--- config.mk ---
export PLATFORM = sky130hd
export DESIGN_NAME = inv_mix_column_seq
export DESIGN_NICKNAME = d
export VERILOG_FILES = /design/src/rtl/inv_mix_column_seq.sv
export SDC_FILE = /design/constraint.sdc
export NUM_CORES = 1
export LEC_CHECK = 0
export ABC_AREA = 1
export CAP_MARGIN = 0
export CORE_MARGIN = 2
export CORE_UTILIZATION = 57
export CTS_BUF_LIST = sky130_fd_sc_hd__clkbuf_8
export DETAILED_ROUTE_END_ITERATION = 10
export PLACE_DENSITY = 0.87
export SETUP_SLACK_MARGIN = 0.2
export SYNTH_ARGS = -nofsm -noshare
export SYNTH_HDL_FRONTEND = slang
export SYNTH_SLANG_ARGS = --single-unit
--- constraint.sdc ---
create_clock -name clk -period 4.33 [get_ports clk]
set_clock_uncertainty 0.05 [all_clocks]
set_input_delay 1.299 -clock clk [delete_from_list [all_inputs] [get_ports clk]]
set_output_delay 1.299 -clock clk [all_outputs]
set_load 0.02 [all_outputs]
--- src/rtl/inv_mix_column_seq.sv ---
// Column-serial InvMixColumns engine for the AES decrypt round path.
// NUM_MUL column multipliers are time-shared across the four 32-bit state columns,
// so a block takes 4/NUM_MUL RUN cycles. Bypass blocks skip the multipliers.
module inv_mix_column_seq #(
  parameter int unsigned NUM_MUL = 1
) (
  input  logic         clk,
  input  logic         rst_n,
  input  logic         in_valid,
  output logic         in_ready,
  input  logic [127:0] data_in,
  input  logic         bypass,
  output logic         out_valid,
  input  logic         out_ready,
  output logic [127:0] data_out,
  output logic         busy
);

  localparam int unsigned N_STEP = 4 / NUM_MUL;
  localparam int unsigned StepW  = (N_STEP > 1) ? $clog2(N_STEP) : 1;

  typedef enum logic [1:0] {StIdle, StRun, StHold} state_e;

  state_e             state_q, state_d;
  logic [StepW-1:0]   step_q, step_d;
  logic [127:0]       src_buf_q, src_buf_d;
  logic [127:0]       dst_buf_q, dst_buf_d;

  logic [31:0] mul_in  [NUM_MUL];
  logic [31:0] mul_out [NUM_MUL];

  // GF(2^8) doubling, reduction polynomial x^8+x^4+x^3+x+1.
  function automatic logic [7:0] xtime(input logic [7:0] b);
    return {b[6:0], 1'b0} ^ (b[7] ? 8'h1b : 8'h00);
  endfunction

  // One InvMixColumns column: rows of the circulant {0e,0b,0d,09}; byte 0 is the MSB.
  function automatic logic [31:0] inverse_matrix_mul(input logic [31:0] col);
    logic [7:0] s  [4];
    logic [7:0] m9 [4];
    logic [7:0] mb [4];
    logic [7:0] md [4];
    logic [7:0] me [4];
    logic [7:0] x2, x4, x8;
    for (int i = 0; i < 4; i++) begin
      s[i]  = col[31-8*i -: 8];
      x2    = xtime(s[i]);
      x4    = xtime(x2);
      x8    = xtime(x4);
      m9[i] = x8 ^ s[i];
      mb[i] = x8 ^ x2 ^ s[i];
      md[i] = x8 ^ x4 ^ s[i];
      me[i] = x8 ^ x4 ^ x2;
    end
    return {me[0] ^ mb[1] ^ md[2] ^ m9[3],
            m9[0] ^ me[1] ^ mb[2] ^ md[3],
            md[0] ^ m9[1] ^ me[2] ^ mb[3],
            mb[0] ^ md[1] ^ m9[2] ^ me[3]};
  endfunction

  // Route the columns selected by the current step from src_buf to the multipliers.
  always_comb begin
    for (int unsigned m = 0; m < NUM_MUL; m++) begin
      mul_in[m] = src_buf_q[127 - 32*(int'(step_q)*NUM_MUL + m) -: 32];
    end
  end

  for (genvar g = 0; g < NUM_MUL; g++) begin : g_mul
    assign mul_out[g] = inverse_matrix_mul(mul_in[g]);
  end

  // Next-state logic: accept in IDLE, one column group per RUN cycle, hold for handshake.
  always_comb begin
    state_d   = state_q;
    step_d    = step_q;
    src_buf_d = src_buf_q;
    dst_buf_d = dst_buf_q;
    unique case (state_q)
      StIdle: begin
        if (in_valid) begin
          src_buf_d = data_in;
          if (bypass) begin
            dst_buf_d = data_in;
            state_d   = StHold;
          end else begin
            step_d  = '0;
            state_d = StRun;
          end
        end
      end
      StRun: begin
        for (int unsigned m = 0; m < NUM_MUL; m++) begin
          dst_buf_d[127 - 32*(int'(step_q)*NUM_MUL + m) -: 32] = mul_out[m];
        end
        if (step_q == StepW'(N_STEP - 1)) begin
          state_d = StHold;
        end else begin
          step_d = step_q + 1'b1;
        end
      end
      StHold: begin
        if (out_ready) state_d = StIdle;
      end
      default: state_d = StIdle;
    endcase
  end

  // State registers with synchronous active-low reset; reset drops any block in flight.
  always_ff @(posedge clk) begin
    if (!rst_n) begin
      state_q   <= StIdle;
      step_q    <= '0;
      src_buf_q <= '0;
      dst_buf_q <= '0;
    end else begin
      state_q   <= state_d;
      step_q    <= step_d;
      src_buf_q <= src_buf_d;
      dst_buf_q <= dst_buf_d;
    end
  end

  // Outputs decode directly from the state register.
  always_comb begin
    in_ready  = (state_q == StIdle);
    out_valid = (state_q == StHold);
    busy      = (state_q != StIdle);
    data_out  = dst_buf_q;
  end

endmodule
Word level (Yosys, flattened, before mapping)
Cells that the tools add are included.
{"block": "word_totals", "ram_bits": 0, "mem_bits_ro": 0, "input_bits": 133, "latchBits": 0, "memories": 0, "ff_bits": 260}
{"block": "op_classes", "div": 0, "magnitude_cmp": 0, "n_mul": 0, "addsub": 3, "shifts": 3, "bitwise": 48, "reduce_logical": 7, "n_mux": 25, "n_eq_ne": 9}
{"cell": "bitwise XOR 8 bit", "count": 36}
{"cell": "2-to-1 mux 128 bit", "count": 2}
{"cell": "one-hot mux 128 bit (2 select lines)", "count": 1}
{"cell": "variable shift 32 x 34 -> 159 bit (first input constant)", "count": 1}
{"cell": "variable part select 159 x 33 -> 32 bit", "count": 1}
{"cell": "variable part select 32 x 34 -> 159 bit", "count": 1}
{"cell": "bitwise mux 128 bit", "count": 1}
{"cell": "bitwise XOR 8 x 5 -> 8 bit", "count": 12}
{"cell": "2-to-1 mux 5 bit", "count": 12}
{"cell": "negator 32 -> 34 bit", "count": 1}
{"cell": "2-to-1 mux 2 bit", "count": 7}
{"cell": "!= test 2 bit (second input constant)", "count": 4}
{"cell": "subtractor 7 x 7 -> 8 bit (first input constant)", "count": 1}
{"cell": "one-hot mux 2 bit (3 select lines)", "count": 1}
{"cell": "AND reduction 3 bit", "count": 2}
{"cell": "== test 2 bit (second input constant)", "count": 2}
{"cell": "!= test 2 x 1 -> 1 bit (second input constant)", "count": 2}
{"cell": "one-hot mux 2 bit (2 select lines)", "count": 1}
{"cell": "AND reduction 4 bit", "count": 1}
{"cell": "nonzero test 2 bit", "count": 2}
{"cell": "adder 2 x 1 -> 2 bit (second input constant)", "count": 1}
{"cell": "== test 2 x 1 -> 1 bit (second input constant)", "count": 1}
{"cell": "zero test 2 bit", "count": 1}
{"cell": "AND reduction 2 bit", "count": 1}

Longest topological paths before layout
{"block": "logic_depth", "ltp_word": 16, "depth_mapped": 23}

Least setup slack after synthesis
OpenSTA, ideal clock, no wires.
{"block": "synth_timing", "path_type": "input -> register", "startpoint": "in in_valid", "endpoint": "reg src_buf_q[10]", "required_ps": 4164, "arrival_ps": 2393, "cell_stages": 7, "setup_ps": 116, "path_slack_ps": 1771, "path_cell_list": "inv_1 nor2_1 clkinv_1 clkbuf_1 clkbuf_1 nor2_1 nor2_1"}
{"block": "synth_between", "elab_chain_cells": 1}
{"item": "from (decl)", "line_no": "9", "text": "input logic in_valid,"}
{"item": "AND reduction 2 bit (no line)"}
{"item": "to (signal assigned)", "line_no": "118", "text": "src_buf_q <= src_buf_d;"}
{"item": "to (decl)", "line_no": "26", "text": "logic [127:0] src_buf_q, src_buf_d;"}
No other way between the ends.
A chain may end at the register's enable or synchronous reset.

Final worst setup path
{"block": "layout_timing", "startpoint": "reg step_q[1]", "endpoint": "reg dst_buf_q[95], in the netlist data_out[95]"}
{"block": "layout_between", "elab_chain_cells": 14, "word_cells_on_any_way": 67}
{"item": "from (decl)", "line_no": "25", "text": "logic [StepW-1:0] step_q, step_d;"}
{"item": "from (signal assigned)", "line_no": "117", "text": "step_q <= step_d;"}
{"item": "subtractor 7 x 7 -> 8 bit (*)", "line_no": "64, 93"}
{"item": "variable part select 159 x 33 -> 32 bit", "line_no": "64", "text": "mul_in[m] = src_buf_q[127 - 32*(int'(step_q)*NUM_MUL + m) -: 32];"}
{"item": "bitwise XOR 8 x 5 -> 8 bit / 2-to-1 mux 5 bit (equally long branches) (2 in a row)", "line_no": "34", "text": "return {b[6:0], 1'b0} ^ (b[7] ? 8'h1b : 8'h00);"}
{"item": "2-to-1 mux 5 bit / bitwise XOR 8 x 5 -> 8 bit (equally long branches)", "line_no": "34"}
{"item": "bitwise XOR 8 x 5 -> 8 bit", "line_no": "34"}
{"item": "bitwise XOR 8 bit, on equally long branches (2 in a row)", "line_no": "51, 52, 53"}
{"item": "bitwise XOR 8 bit, on equally long branches (3 in a row)"}
{"item": "variable part select 32 x 34 -> 159 bit", "line_no": "93", "text": "dst_buf_d[127 - 32*(int'(step_q)*NUM_MUL + m) -: 32] = mul_out[m];"}
{"item": "bitwise mux 128 bit (*)", "line_no": "93"}
{"item": "one-hot mux 128 bit (2 select lines) (*)", "line_no": "78", "text": "unique case (state_q)"}
{"item": "to (signal assigned)", "line_no": "119", "text": "dst_buf_q <= dst_buf_d;"}
{"item": "to (decl)", "line_no": "27", "text": "logic [127:0] dst_buf_q, dst_buf_d;"}
Every way passes the cells marked *; elsewhere a longest branch is shown, timed or not.

==> flow_summary.yaml <==
run_status:
  status: "completed"
drt:
  dr.pass1.iters: 8
  via_count: 17970
  wl_mm: 64.50
  via_per_inst: 6.212
  drtAntennaViolNets: 0
  drc: 0
  drt_iter0_markers: 2961
  wl_per_cell_um: 22.30
clock_tree:
  hold_buffers: 0
  cts-root-buf: "clkbuf_8"
  clk_pin_slew_ns: 0.07
  clock-sinks: 260
  cts_inserted_buffers: 42
  cts_setup_buffers: 0
  htreeDepth: 2
  clk_latency_ns: 0.59
  cts_resized: 0
  cts_tree: "yes"
  clockBufferDepth: 3
critical_path:
  worstSetupPathType: "reg2reg"
  crit_fanout: 44
  endpoint_kind: "flip-flop"
  cp-startpoint: "step_q[1]$_SDFFE_PN0P_"
  worstReg2RegStart: "step_q[1]$_SDFFE_PN0P_"
  required_ns: 4.79
  crit_cells: 13
  cp_cell_sequence: "inv_4 > nand3_1 > nand2_1 > inv_1 > nand2_1 > nand2_2 > xnor2_1 > xor2_1 > xnor2_1 > inv_1 > nor2_1 > nand2_1 > a21oi_1"
  cp.arrival_ns: 4.07
  cp-start-kind: "flip-flop"
  r2r_end: "data_out[95]$_SDFFE_PN0P_"
  crit_top_cell: "nand2_1"
  critPathTopFamily: "simple AND/OR/NAND/NOR gates"
  endpoint: "data_out[95]$_SDFFE_PN0P_"
  max_stage_delay_ns: 0.51
  r2r_cells: 13
  slowest_stage: "xnor2_1"
  reg2reg_slack_ns: 0.72
  crit_buf_inv: 3
layout:
  area_delta_synth_final_pct: 24.27
  multiInputGateArea_mm2: 0.009126
  stdcell_area_mm2: 0.01910
  fill_cells: 2215
  nNetsFinal: 2659
  seqCellArea_mm2: 0.005209
  drive_above_1_share_pct: 9.494
  mostFrequentLayoutCell: "nand2_1"
  fin_cells: 2892
  final_cell_mix: "nand2_1, a21oi_1, o21ai_0"
pwr:
  ir_worst_vdd_v: 0.0004226
  power.density_mw_per_mm2: 653.2
  leakagePower_nw: 8.293
place:
  placed_cell_area_mm2: 0.01825
  portBuffers: 263
  place_congestion: 0.9963
  placed_cells: 2819
  dp_hpwl_mm: 46.65
logic_synthesis:
  synth_cell_type_count: 39
  synth_edf_count: 0
  synth-seq-cells: 260
  synthCells: 2310
  synthArstFlopShare_pct: 0
  ys_warn_count: 0
  synth_area_per_cell_um2: 6.654
  yosysSeqAreaShare_pct: 33.87
  netlist_area_mm2: 0.01537
  synth_top_cell_area_share_pct: 33.87
  synth_area_leaders: "dfxtp_1, nand2_1, a21oi_1"
  synth_nets: 2447
  synth_ff_type: "dfxtp_1"
  yosysTopAreaCell: "dfxtp_1"
sta:
  setup_tns_ns: 0
  worst_slew_pin_slew_ns: 1.214
  maxSlewHeadroom_pct: 19.01
  finalSetupViolations: 0
  slew_viol_final: 0
  min_period_over_period_pct: 83.34
  max_freq_ghz: 0.2771
  rsz0062_at_grt: "no"
  finalHoldViolCount: 0
  min_period_ns: 3.609
die:
  die_h_um: 168.2
  initial_utilization_pct: 57.51
  rows: 60
  io_pins: 264
  die_w_um: 168.2
  dieArea_mm2: 0.02829
  coreArea_mm2: 0.02673
global_route:
  grt_util_all_layers_pct: 43.97
  grt_max_degree: 129
  grt_pass1_vias: 16320
  antenna_found_initial: 0
  grt_overflow: 0
  grt_pass1_wl_mm: 95.81
hold_path:
  hold_path_class: "reg2reg"
flow_run:
  maxCapViolations: 0
## tightest hold or removal path, stage by stage, from the launching register on
cell	delay (ns)
dfxtp_1	0.31
inv_1	0.05
a21oi_1	0.05
## flip-flops by register name, indices dropped and copies added (netlist names)
register,cells
data_out,128
src_buf_q,128
state_q,2
step_q,2
## routing by layer
layer | track usage [%] | up-vias | part of all wire (%)
met5 | 0 | - | 0
met2 | 65.63 | 1440 | 43
li1 | - | 8031 | -
met4 | 27.66 | 0 | 7.2
met3 | 11.73 | 242 | 13
met1 | 56.45 | 8253 | 37
## Yosys cell counts, types with 2 or more instances
cell        n
nor2_1    250
a21oi_1   276
inv_4       2
a211oi_1    2
inv_2      17
or2_2       2
xor2_2      5
buf_1      11
o21ai_0   264
nand2_1   542
nand2_2    56
xnor2_4     2
clkbuf_1  106
ha_1        4
nand3b_1    7
nand4_1    52
xnor2_2     5
dfxtp_1   260
or2_1       6
nand3_1   167
buf_2       7
nand2_4    13
nor3_1      3
xor2_4      3
o211ai_2    2
nand2_8     2
xnor2_1    29
nand3_4     2
buf_6      12
a21o_1      2
buf_4       7
inv_1      86
clkinv_1    2
nand3_2     7
xor2_1     93
## power breakdown
group,leakage (nW),total (W),switching (W),internal (W)
logic,5.68,0.00745,0.00526,0.00219
registers,2.15,0.00283,0.000165,0.00267
clock network,0.463,0.00219,0.00105,0.00115
## metrics by stage
stage | setup WS [ns] | utilization, % | power [W] | hold slack [ns]
detailed placement | 0.6549 | 68.29 | 0.009907 | 0.3917
finish | 0.7213 | 71.47 | 0.01248 | 0.4011
global placement | 0.7562 | 68.29 | 0.009809 | 0.3828
global route | 0.5544 | 71.45 | 0.01285 | 0.4232
floorplan | 1.771 | - | 0.006852 | 0.3737
CTS | 0.9200 | 71.45 | 0.01208 | 0.4006
## logic make-up after synthesis
group	after synthesis	synth area share [%]
DFF	260	33.87
AOI/OAI and AO/OA	548	18.02
and+or+nand+nor	1110	31.88
adders and majority gates	4	0.3256
buffers and inverters	251	7.009
xor gates and xnor gates	137	8.906
## layout make-up
type	count	share of cell area, %
Clock buffer	52	3.747
Tap cell	341	2.234
Antenna cell	2	0.02620
Multi-Input combinational cell	1799	47.78
Sequential cell	260	27.27
Timing Repair Buffer	311	16.07
Inverter	108	2.201
Clock inverter	19	0.6682
## worst min path at each step
stage	start	to	slack (ns)	cells past startpoint
2_1_floorplan	src_buf_q[8]$_SDFFE_PN0P_	src_buf_q[8]$_SDFFE_PN0P_	0.37	2
3_5_place_dp	src_buf_q[8]$_SDFFE_PN0P_	src_buf_q[8]$_SDFFE_PN0P_	0.39	2
6_report	src_buf_q[8]$_SDFFE_PN0P_	src_buf_q[8]$_SDFFE_PN0P_	0.40	2
4_1_cts	src_buf_q[8]$_SDFFE_PN0P_	src_buf_q[8]$_SDFFE_PN0P_	0.40	2
3_3_place_gp	src_buf_q[8]$_SDFFE_PN0P_	src_buf_q[8]$_SDFFE_PN0P_	0.38	2
5_1_grt	src_buf_q[60]$_SDFFE_PN0P_	src_buf_q[60]$_SDFFE_PN0P_	0.42	2
No activity file was read; power rests on OpenSTA's default activity.
